`config.mk`:
```
export PLATFORM = sky130hd
export DESIGN_NAME = mem_bus_arbiter
export DESIGN_NICKNAME = d
export VERILOG_FILES = /design/src/rtl/mem_bus_arbiter.sv
export SDC_FILE = /design/constraint.sdc
export NUM_CORES = 1
export LEC_CHECK = 0
export ABC_AREA = 1
export CAP_MARGIN = 10
export CORE_UTILIZATION = 25
export CTS_BUF_LIST = sky130_fd_sc_hd__clkbuf_4
export DETAILED_ROUTE_END_ITERATION = 10
export HOLD_SLACK_MARGIN = 0.08
export PLACE_DENSITY = 0.82
export SLEW_MARGIN = 40
export SYNTH_ARGS = -nofsm -noshare
export SYNTH_HDL_FRONTEND = slang
export SYNTH_SLANG_ARGS = --single-unit
export TNS_END_PERCENT = 30
```
`constraint.sdc`:
```
create_clock -name clk -period 1.8 [get_ports clk]
set_input_delay 0.36 -clock clk [delete_from_list [all_inputs] [get_ports clk]]
set_output_delay 0.36 -clock clk [all_outputs]
set_load 0.01 [all_outputs]
```
`src/rtl/mem_bus_arbiter.sv`:
```
// Two-master arbiter for the shared 16-bit memory bus: data port has priority,
// and a streak counter caps consecutive data grants while a fetch is waiting.
module mem_bus_arbiter #(
  parameter int DATA_BURST_LIMIT = 4
) (
  input  logic        clk,
  input  logic        reset,
  input  logic [19:1] instr_m_addr,
  input  logic        instr_m_access,
  output logic        instr_m_ack,
  output logic [15:0] instr_m_data_in,
  input  logic [19:1] data_m_addr,
  input  logic [15:0] data_m_data_out,
  input  logic        data_m_access,
  input  logic        data_m_wr_en,
  input  logic [1:0]  data_m_bytesel,
  output logic        data_m_ack,
  output logic [15:0] data_m_data_in,
  output logic [19:1] q_m_addr,
  output logic [15:0] q_m_data_out,
  input  logic [15:0] q_m_data_in,
  output logic        q_m_access,
  input  logic        q_m_ack,
  output logic        q_m_wr_en,
  output logic [1:0]  q_m_bytesel
);

  typedef enum logic [1:0] {
    IDLE,
    GRANT_I,
    GRANT_D
  } state_t;

  localparam logic [3:0] LIMIT = 4'(DATA_BURST_LIMIT);

  state_t     state;
  logic [3:0] streak;
  logic       instr_turn;

  // A waiting fetch wins a tie only once the data streak has hit the limit.
  assign instr_turn = instr_m_access && (streak == LIMIT);

  always_ff @(posedge clk) begin
    if (reset) begin
      state  <= IDLE;
      streak <= '0;
    end else begin
      case (state)
        IDLE: begin
          if (data_m_access && !instr_turn) begin
            state <= GRANT_D;
            if (!instr_m_access)
              streak <= '0;
            else if (streak != LIMIT)
              streak <= streak + 4'd1;
          end else if (instr_m_access) begin
            state  <= GRANT_I;
            streak <= '0;
          end
        end
        GRANT_I, GRANT_D: begin
          if (q_m_ack)
            state <= IDLE;
        end
        default: state <= IDLE;
      endcase
    end
  end

  // Bus fields follow the granted port; IDLE drives everything to zero.
  always_comb begin
    q_m_access   = 1'b0;
    q_m_addr     = '0;
    q_m_data_out = '0;
    q_m_wr_en    = 1'b0;
    q_m_bytesel  = 2'b00;
    instr_m_ack  = 1'b0;
    data_m_ack   = 1'b0;
    case (state)
      GRANT_I: begin
        q_m_access  = 1'b1;
        q_m_addr    = instr_m_addr;
        q_m_bytesel = 2'b11;
        instr_m_ack = q_m_ack;
      end
      GRANT_D: begin
        q_m_access   = 1'b1;
        q_m_addr     = data_m_addr;
        q_m_data_out = data_m_data_out;
        q_m_wr_en    = data_m_wr_en;
        q_m_bytesel  = data_m_bytesel;
        data_m_ack   = q_m_ack;
      end
      default: ;
    endcase
  end

  assign instr_m_data_in = q_m_data_in;
  assign data_m_data_in  = q_m_data_in;

endmodule

```
# After elaboration in Yosys (flattened, before gate mapping)
# Cells that the tools add are included.
# classes
n_mux,15
n_eq_ne,7
n_addsub,1
n_reduce_logical,8
# ops
operator,n
19-bit case mux with 2 select lines,1
16-bit two-way mux,1
4-bit two-way mux,4
2-bit case mux with 2 select lines,2
2-bit two-way mux,3
"4-bit by 1-bit adder with 4-bit output, second input constant",1
"4-bit by 3-bit equality test with 1-bit output, second input constant",1
1-bit two-way mux,4
"4-bit by 3-bit != test with 1-bit output, second input constant",1
"3-bit by 2-bit != test with 1-bit output, second input constant",1
"3-bit != test, second input constant",1
3-bit AND reduction,1
"2-bit by 1-bit equality test with 1-bit output, second input constant",1
"2-bit equality test, second input constant",1
1-bit logical AND,2
2-bit zero test,1
"2-bit by 1-bit != test with 1-bit output, second input constant",1
2-bit AND reduction,1
2-bit nonzero test,1
2-bit OR reduction,1
1-bit zero test,1
# word_totals
word_cells,33
input_bits,78
regBits,6

# Logic depth before layout (Yosys ltp)
# logic_depth
depth_word,6
mapped_depth,9

# Least setup slack after synthesis
# No wires, ideal clock.
# synth_timing
path_type,register -> output
startpoint,register state[0]
endpoint,output q_m_addr[10] (netlist name)
arrival_time_ns,1.205
path_stages_with_launch,6
required_time_ns,1.440
setup_slack_ns,0.235
path_cell_list,dfxtp_1 -> inv_1 -> ha_1 -> inv_2 -> clkbuf_1 -> a21oi_1
# synth_between
elab_chain_len,2
# synth_lines
item,line,source
"start, declared",36,state_t state;
"start signal, assigned",45,state <= IDLE;
"start signal, assigned",51,state <= GRANT_D;
"start signal, assigned",57,state <= GRANT_I;
2-bit equality test or 2-bit by 1-bit equality test with 1-bit output (tied branches),79,case (state)
19-bit case mux with 2 select lines (*),79,
"end, declared",19,"output logic [19:1] q_m_addr,"
# Every way passes the cells marked *; elsewhere a longest branch is shown, timed or not.

# Worst setup path after layout
# layout_timing
startpoint,register state[0]
endpoint,output q_m_addr[13] (netlist name)
# The elaborated chain is that of the path after synthesis.

==> out/metrics.cfg <==
[floorplan]
ios = 151
initial_utilization = 0.2694
coreArea_mm2 = 0.004115
dieArea_mm2 = 0.004705
die_y_um = 68.59
rows = 23
die_w_um = 68.59

[global_routing]
grt_pass1_vias = 1257
grt_max_degree = 29
grt_pass1_wl_mm = 5.299
grt_antenna_before_repair = 0
track_usage = 0.1486
grt_overflow = 0

[cells_and_area]
antenna_cells = 0
final_nets = 365
area_growth_pct = 79.91
drive_above_1_share = 0.2714
nFillCells = 415
fin_area_mm2 = 0.001994

[sta]
fmax_ghz = 0.5472
finalCritPeriodShare = 1.015
holdWs_ns = 0.4879
hold_violations = 0
rsz0062_at_grt = yes
slew_headroom = 0.8404
clock_skew_ns = 0.007610
worst_slack_ns = -0.02753
worst_pin_slew_ns = 0.2386
maxSlewViolCount = 0
post-route-min-period_ns = 1.828
setup_viol = 3

[drt]
drc = 0
via_per_inst = 4.348
drt-total-wl_mm = 3.937
wl_per_cell_um = 11.93
drt_iter0_markers = 33
drtAntennaViolNets = 0
first_pass_iters = 4
vias = 1435

[clocking]
htreeDepth = 1
clk_pin_slew_ns = 0.04
cts_root_buf = clkbuf_4
cts.path.max_buffers = 2
cts_sinks = 6
cts_tree = built
postCtsHoldBufs = 0
insertion_delay_ns = 0.25
cts_buffers = 3

[critical_path]
worstSetupEndpointType = output pin
start_kind = flip-flop
required_ns = 1.44
crit_fanout = 10
r2r_cells = 8
cp_data_arrival_time_ns = 1.47
critPathKind = flip-flop to output pin

[flow_run]
drv_cap = 0

[yosys]
synth_area_per_cell_um2 = 5.488
synth_cell_types = 21
synth-seq-area-share = 0.1084
syn_inst = 202
netlist_area_mm2 = 0.001109
ys_ff_latch = 6
synth_nets = 285
synth_warnings = 0

[status]
failed_checks = setup timing
status = complete, but fails checks

[power_and_ir_drop]
power_density_mw_per_mm2 = 395.2
p_leak_nw = 1.006
p_total_mw = 0.7883
ir_worst_vdd_mv = 0.3863

[worst_hold_path]
worstHoldPathType = flip-flop to flip-flop
hold_depth = 2

[place]
numPortBuffers = 102
place_area_mm2 = 0.002014
globalplace.congestion = 0.8227
dp_slack_ns = -0.2700
dp_hpwl_mm = 3.075

## path summary, 6_finish.rpt
| check | slack, ns | endpoint | from |
|---|---|---|---|
| worst max register to register | 0.41 | state[1] | state[0] |
| worst max-delay path | -0.03 | q_m_addr[13] | state[0] |
| worst min-delay path | 0.49 | state[0] | state[0] |
| worst min register to register | 0.49 | state[0] | state[0] |
## where the power goes
group	internal, mW	leakage (nW)	total (mW)	switching [mW]
Combinational	0.284	0.942	0.513	0.229
Sequential	0.141	0.0499	0.147	0.00640
Clock	0.0757	0.0138	0.128	0.0525
Total	0.500	1.01	0.788	0.288
## registers in the layout, summed over array words and instances (netlist names)
register and cells:
state 2, streak 4
## Yosys cell counts
cell type / n / share of area
buf_4: 32 / 0.22
nand2_1: 69 / 0.23
nand3_1: 6 / 0.027
o21ai_1: 2 / 0.0090
nor2_4: 1 / 0.010
clkbuf_1: 2 / 0.0068
o21ai_0: 1 / 0.0045
dfxtp_1: 6 / 0.11
nor2_1: 6 / 0.020
nand4_1: 2 / 0.011
nand2_4: 1 / 0.010
nor2_2: 1 / 0.0056
inv_2: 3 / 0.010
a21oi_1: 24 / 0.11
nand2_2: 3 / 0.017
clkinv_4: 1 / 0.0079
inv_1: 29 / 0.098
clkinv_1: 1 / 0.0034
a21oi_2: 1 / 0.0079
buf_2: 6 / 0.027
ha_1: 5 / 0.056
## kinds of logic (layout without fill, tap and decap cells)
logic type / count (synthesis) / after routing / synth area share
AO/OA/AOI/OAI: 28 / 28 / 0.1298
adder cells (fa/ha/maj): 5 / 5 / 0.05643
buffers and inverters: 74 / 152 / 0.3702
flip-flops: 6 / 6 / 0.1084
AND/OR/NAND/NOR: 89 / 89 / 0.3352
## worst max-delay path: stages, from the launching register on
cell and delay (ns):
dfxtp_2 0.35, inv_2 0.07, ha_4 0.28, inv_4 0.05, buf_6 0.14, a21oi_1 0.11
clkdlybuf4s15_2 0.23
## routing by layer
layer,global-route usage,routed length [µm],vias up
met2,0.3002,2007,57
li1,-,-,731
met5,0,0,-
met1,0.1424,1462,633
met3,0.02796,382,14
met4,0.06510,85,0
## cells in the final DEF (no fill, tap or decap), drive strengths merged
master and n:
nand4 2, nand3 6, nand2 73, buf 29, clkdlybuf4s50 61, ha 5
a21oi 25, clkdlybuf4s15 6, clkbuf 20, inv 32, clkinv 2, dlymetal6s2s 1
o21ai 3, dlygate4sd2 1, dfxtp 6, nor2 8
## timing repair
action,4_1_cts,5_1_grt
setup endpoints to repair,41,29
resized for setup,81,67
cloned,0,1
buffers inserted,0,2
## layout make-up
cell class / count / area (µm²) / share of cell area
well taps: 50 / 62.56 / 0.03137
inverters: 34 / 135.1 / 0.06775
multi-input cells: 122 / 628.1 / 0.3149
clock buffers: 3 / 22.52 / 0.01129
flip-flops and latches: 6 / 125.1 / 0.06274
repair buffers: 115 / 1021 / 0.5119
## metrics by stage
stage,std cells,util,setup TNS [ns]
after floorplan,202,-,0
after global routing,330,0.4846,-0.6732
final,330,0.4846,-0.07283
after CTS,327,0.4971,-3.155
after global placement,324,0.4895,-4.244
after detailed placement,324,0.4895,-5.573
(Power assumes the default switching activity.)
